File: config.mk
export PLATFORM = sky130hd
export DESIGN_NAME = serial_tx_ctrl_flat
export DESIGN_NICKNAME = d
export VERILOG_FILES = /design/src/rtl/serial_tx_ctrl_if.sv /design/src/rtl/serial_tx_ctrl.sv /design/src/flat_wrapper.sv
export SDC_FILE = /design/constraint.sdc
export NUM_CORES = 1
export LEC_CHECK = 0
export CAP_MARGIN = 30
export CORE_UTILIZATION = 56
export CTS_CLUSTER_DIAMETER = 150
export CTS_CLUSTER_SIZE = 14
export DETAILED_ROUTE_END_ITERATION = 10
export PLACE_DENSITY = 0.82
export SETUP_SLACK_MARGIN = 0.2
export SLEW_MARGIN = 20
export SYNTH_ARGS = -nofsm -noshare
export SYNTH_HDL_FRONTEND = slang
export SYNTH_SLANG_ARGS = --single-unit
File: constraint.sdc
create_clock -name clk -period 2.75 [get_ports clk]
set_clock_uncertainty 0.05 [all_clocks]
set_input_delay 0.275 -clock clk [delete_from_list [all_inputs] [get_ports clk]]
set_output_delay 0.275 -clock clk [all_outputs]
set_load 0.01 [all_outputs]
File: src/rtl/serial_tx_ctrl_if.sv
// serial_tx_ctrl_if: byte handshake and serial line between character source and transmitter
interface serial_tx_ctrl_if;
    logic       load;
    logic [7:0] data_in;
    logic       ready;
    logic       tx;
    logic       charSent;
    modport master(output load, data_in, input ready, tx, charSent);
    modport slave(input load, data_in, output ready, tx, charSent);
endinterface

File: src/rtl/serial_tx_ctrl.sv
// serial_tx_ctrl: frames a loaded byte as start, 8 data bits LSB first, stop, each CLKS_PER_BIT clocks
module serial_tx_ctrl #(
    parameter int CLKS_PER_BIT = 16
) (
    input logic             clk,
    input logic             rst,
    serial_tx_ctrl_if.slave bus
);
    localparam int SW = $clog2(CLKS_PER_BIT);
    localparam logic [SW-1:0] SC_MAX = SW'(CLKS_PER_BIT - 1);
    typedef enum logic [1:0] {IDLE, START, DATA, STOP} state_t;
    state_t        r_state, w_state_nxt;
    logic [SW-1:0] r_sc, w_sc_nxt;
    logic [2:0]    r_bi, w_bi_nxt;
    logic [7:0]    r_sr, w_sr_nxt;
    logic          r_char_sent, w_char_sent_nxt;
    logic          w_wrap;
    always_ff @(posedge clk or posedge rst) begin
        if (rst) begin
            r_state     <= IDLE;
            r_sc        <= '0;
            r_bi        <= '0;
            r_sr        <= '0;
            r_char_sent <= 1'b0;
        end else begin
            r_state     <= w_state_nxt;
            r_sc        <= w_sc_nxt;
            r_bi        <= w_bi_nxt;
            r_sr        <= w_sr_nxt;
            r_char_sent <= w_char_sent_nxt;
        end
    end
    always_comb begin
        w_wrap          = r_sc == SC_MAX;
        w_state_nxt     = r_state;
        w_sc_nxt        = (r_state == IDLE || w_wrap) ? '0 : r_sc + SW'(1);
        w_bi_nxt        = r_bi;
        w_sr_nxt        = r_sr;
        w_char_sent_nxt = 1'b0;
        case (r_state)
            IDLE: if (bus.load) begin
                w_sr_nxt    = bus.data_in;
                w_state_nxt = START;
            end
            START: if (w_wrap) w_state_nxt = DATA;
            DATA: if (w_wrap) begin
                w_sr_nxt    = {1'b0, r_sr[7:1]};
                w_bi_nxt    = r_bi + 3'd1;
                w_state_nxt = (r_bi == 3'd7) ? STOP : DATA;
            end
            STOP: if (w_wrap) begin
                w_state_nxt     = IDLE;
                w_char_sent_nxt = 1'b1;
            end
            default: w_state_nxt = IDLE;
        endcase
    end
    assign bus.ready    = r_state == IDLE;
    assign bus.tx       = (r_state == DATA) ? r_sr[0] : (r_state != START);
    assign bus.charSent = r_char_sent;
endmodule

File: src/flat_wrapper.sv
// flat-port wrapper written by rule: the top's interface ports become plain ports
module serial_tx_ctrl_flat 
#(
    parameter int CLKS_PER_BIT = 16
)
  (clk, rst, bus_load, bus_data_in, bus_ready, bus_tx, bus_charSent);
  serial_tx_ctrl_if bus_i ();
  input logic clk;
  input logic rst;
  input wire logic [$bits(bus_i.load)-1:0] bus_load;
  input wire logic [$bits(bus_i.data_in)-1:0] bus_data_in;
  output wire logic [$bits(bus_i.ready)-1:0] bus_ready;
  output wire logic [$bits(bus_i.tx)-1:0] bus_tx;
  output wire logic [$bits(bus_i.charSent)-1:0] bus_charSent;
  assign bus_i.load = bus_load;
  assign bus_i.data_in = bus_data_in;
  assign bus_ready = bus_i.ready;
  assign bus_tx = bus_i.tx;
  assign bus_charSent = bus_i.charSent;
  serial_tx_ctrl #(.CLKS_PER_BIT(CLKS_PER_BIT)) u_core (.clk(clk), .rst(rst), .bus(bus_i));
endmodule
==> run metrics <==
Comb power frac 0.043; worst endpoint required time 2420 ps; # IOs 14; Worst Setup EP bus_tx; final cell count without fillers 107; Placer Congestion slightly above 0.7; WP data arrival between 2000 and 2500 ps; FF-to-FF End u_core.r_sr[5]; Post-synth top flop dfrtp_1; Layout Area Growth over Synthesis 17.1%; clock network fraction of total power 0.371; Slew Viols, Final 0; Hold WC Path Type in2async; Async SR Flop Fraction 1.00; placed insts between 100 and 150; Final Power around 0.00045 W; Mean Syn Cell Area between 10 and 15 um^2; Worst-Skew Late Latency 300 ps; Syn Std Cell Area 971 um^2; status finished, violations left; RSZ-0062 raised after global routing false; TNS Setup 0 ps; IO Port Bufs 13; DRT Pass-1 Iters 6; switching pwr 0.0000937 W; GRT Util Overall 0.204; fraction of layout cells with a size suffix above 1 0.242; Final setup violation count 0; Slew @ Worst Pin 658 ps; Post-synth EDFFs 0; relative slew slack 0.561; Synth area leaders dfrtp_1, mux2_2, ha_1; DRT Wirelength between 1.5 and 2 mm; sw frac 0.207; vias per cell about 5.7; Netlist cell types 24; routed via count between 600 and 700; Initial DRC Count 6; root buf cell clkbuf_4; nets@finish approximately 110; register area share after synthesis 0.464; num rows 14; initial antenna violation count 0; Post-route DRC 1; Max Cap Viol 0; CP Capture Type output pin; Startpoint Class flop; worst-path maximum fanout 13; Clock Sink Count 18; hold_buf cts 0; Synth top area share 0.464; Die H between 40 and 50 um; R2R cell count 6; Tcrit/Tclk final 0.861; CTS clock-pin slew for the worst setup and hold paths 110 ps; CTS H-tree lvls 1; synthesis-stage register bit count 18; reg2reg start u_core.r_state[0]; CTS tree yes; violated checks DRC; post-CTS resize count 0; hpwl dp between 1 and 1.5 mm; number of global-route vias before repair approximately 650; Cell Pwr Density a little under 400 nW/um^2; setup bufs post-CTS 0; CTS Buffer Depth 2; grt ovf 0; Reg power frac 0.586; first-pass GRT wire length ~2.8 mm; FMAX ~0.42 GHz; CP Class reg2out; initial core utilization 0.623; final hold vios 0; Leak Pwr ~0.56 nW; Worst VDD drop slightly below 0.0003 V; die area about 1900 um^2; CTS buffer count 3; Post-Synthesis Cells 76; R2R setup slack ~810 ps; die width roughly 44 um; Ys Warns 0; post-layout util 0.730; Synth Net Count 95; Yosys top cell by area dfrtp_1; final antenna-violating net count 0; internal power about 0.00036 W; CP startpoint u_core.r_state[0]; Placeable Area 1560 um^2; Avg WL per Cell about 15 um; diodes inserted 0; Min Clock Period, post-route between 2000 and 2500 ps; maximum number of pins on one net before global-route repair 19
==> stage by stage <==
step	instance area (um^2)	setup WS, ps	hold slack (ps)
after floorplan	971	996	164
after global placement	1100	773	418
after detailed placement	1100	708	437
after CTS	1140	350	326
after global routing	1140	242	387
final	1140	381	293
==> layout make-up <==
cell class / instances / area, um^2
Fill cell: 102 / 422
Inverter: 6 / 22.5
Timing Repair Buffer: 14 / 138
Clock buffer: 4 / 36.3
Sequential cell: 18 / 450
Multi-Input combinational cell: 49 / 470
Tap cell: 16 / 20.0
==> state kept, by name, summed over array words and instances (netlist names) <==
signal               count
u_core.r_sr              8
u_core.r_sc              4
u_core.bus.charSent      1
u_core.r_state           2
u_core.r_bi              3
==> power by group through the flow <==
stage,logic (W),clock network (W),registers [W]
4_1_cts,0.0000201,0.000171,0.000265
3_5_place_dp,0.0000200,0,0.000270
5_1_grt,0.0000216,0.000180,0.000265
2_1_floorplan,0.00000433,0,0.000270
3_3_place_gp,0.0000198,0,0.000270
6_report,0.0000194,0.000168,0.000265
==> cell families after synthesis <==
kind of cell	synth area share
mux	0.238
fa+ha+maj	0.103
xor+xnor	0.0180
buf+inv	0.0515
simple gates	0.0683
flops	0.464
compound gates	0.0567
==> placed cells by master (no fill, tap or decap), types with 2 or more instances in the layout <==
cell and instances:
a21oi_1 3, nor3_1 2, clkdlybuf4s50_1 13, ha_1 8, clkbuf_4 3, mux2i_1 4
o21ai_0 3, mux2_2 9, inv_1 6, dfrtp_1 18, mux2_4 6, xnor2_1 2
==> how the worst min path moves through the flow <==
stage               depth (start not counted)  slack (ps)      startpoint             endpoint
finish                                      2         290             rst       u_core.r_sr[1]
global route                                2         390             rst       u_core.r_sr[1]
CTS                                         2         330             rst       u_core.r_sr[1]
detailed placement                          1         440  u_core.r_sc[0]       u_core.r_sc[0]
global placement                            1         420  u_core.r_bi[0]       u_core.r_bi[0]
floorplan                                   1         160             rst  u_core.bus.charSent
==> synthesized netlist by cell type (2+ instances only) <==
library cell	n
buf_6	2
inv_1	6
o21ai_0	3
xnor2_1	2
dfrtp_1	18
nor3_1	2
mux2_2	9
mux2_4	6
a21oi_1	3
ha_1	8
mux2i_1	4
==> critical path, stage by stage (launching register included) <==
cell	delay (ps)
dfrtp_1	380
inv_1	100
ha_1	210
buf_4	190
inv_1	110
mux2i_1	200
clkdlybuf4s50_1	560
==> layer usage <==
| layer | vias to the layer above | share of wire | GRT usage |
|---|---|---|---|
| li1 | 294 | - | - |
| met1 | 304 | 0.47 | 0.239 |
| met2 | 7 | 0.50 | 0.349 |
| met3 | 4 | 0.018 | 0.0375 |
| met4 | 0 | 0.0094 | 0.113 |
| met5 | - | 0 | 0 |
Power figures use the tool's default switching activity.
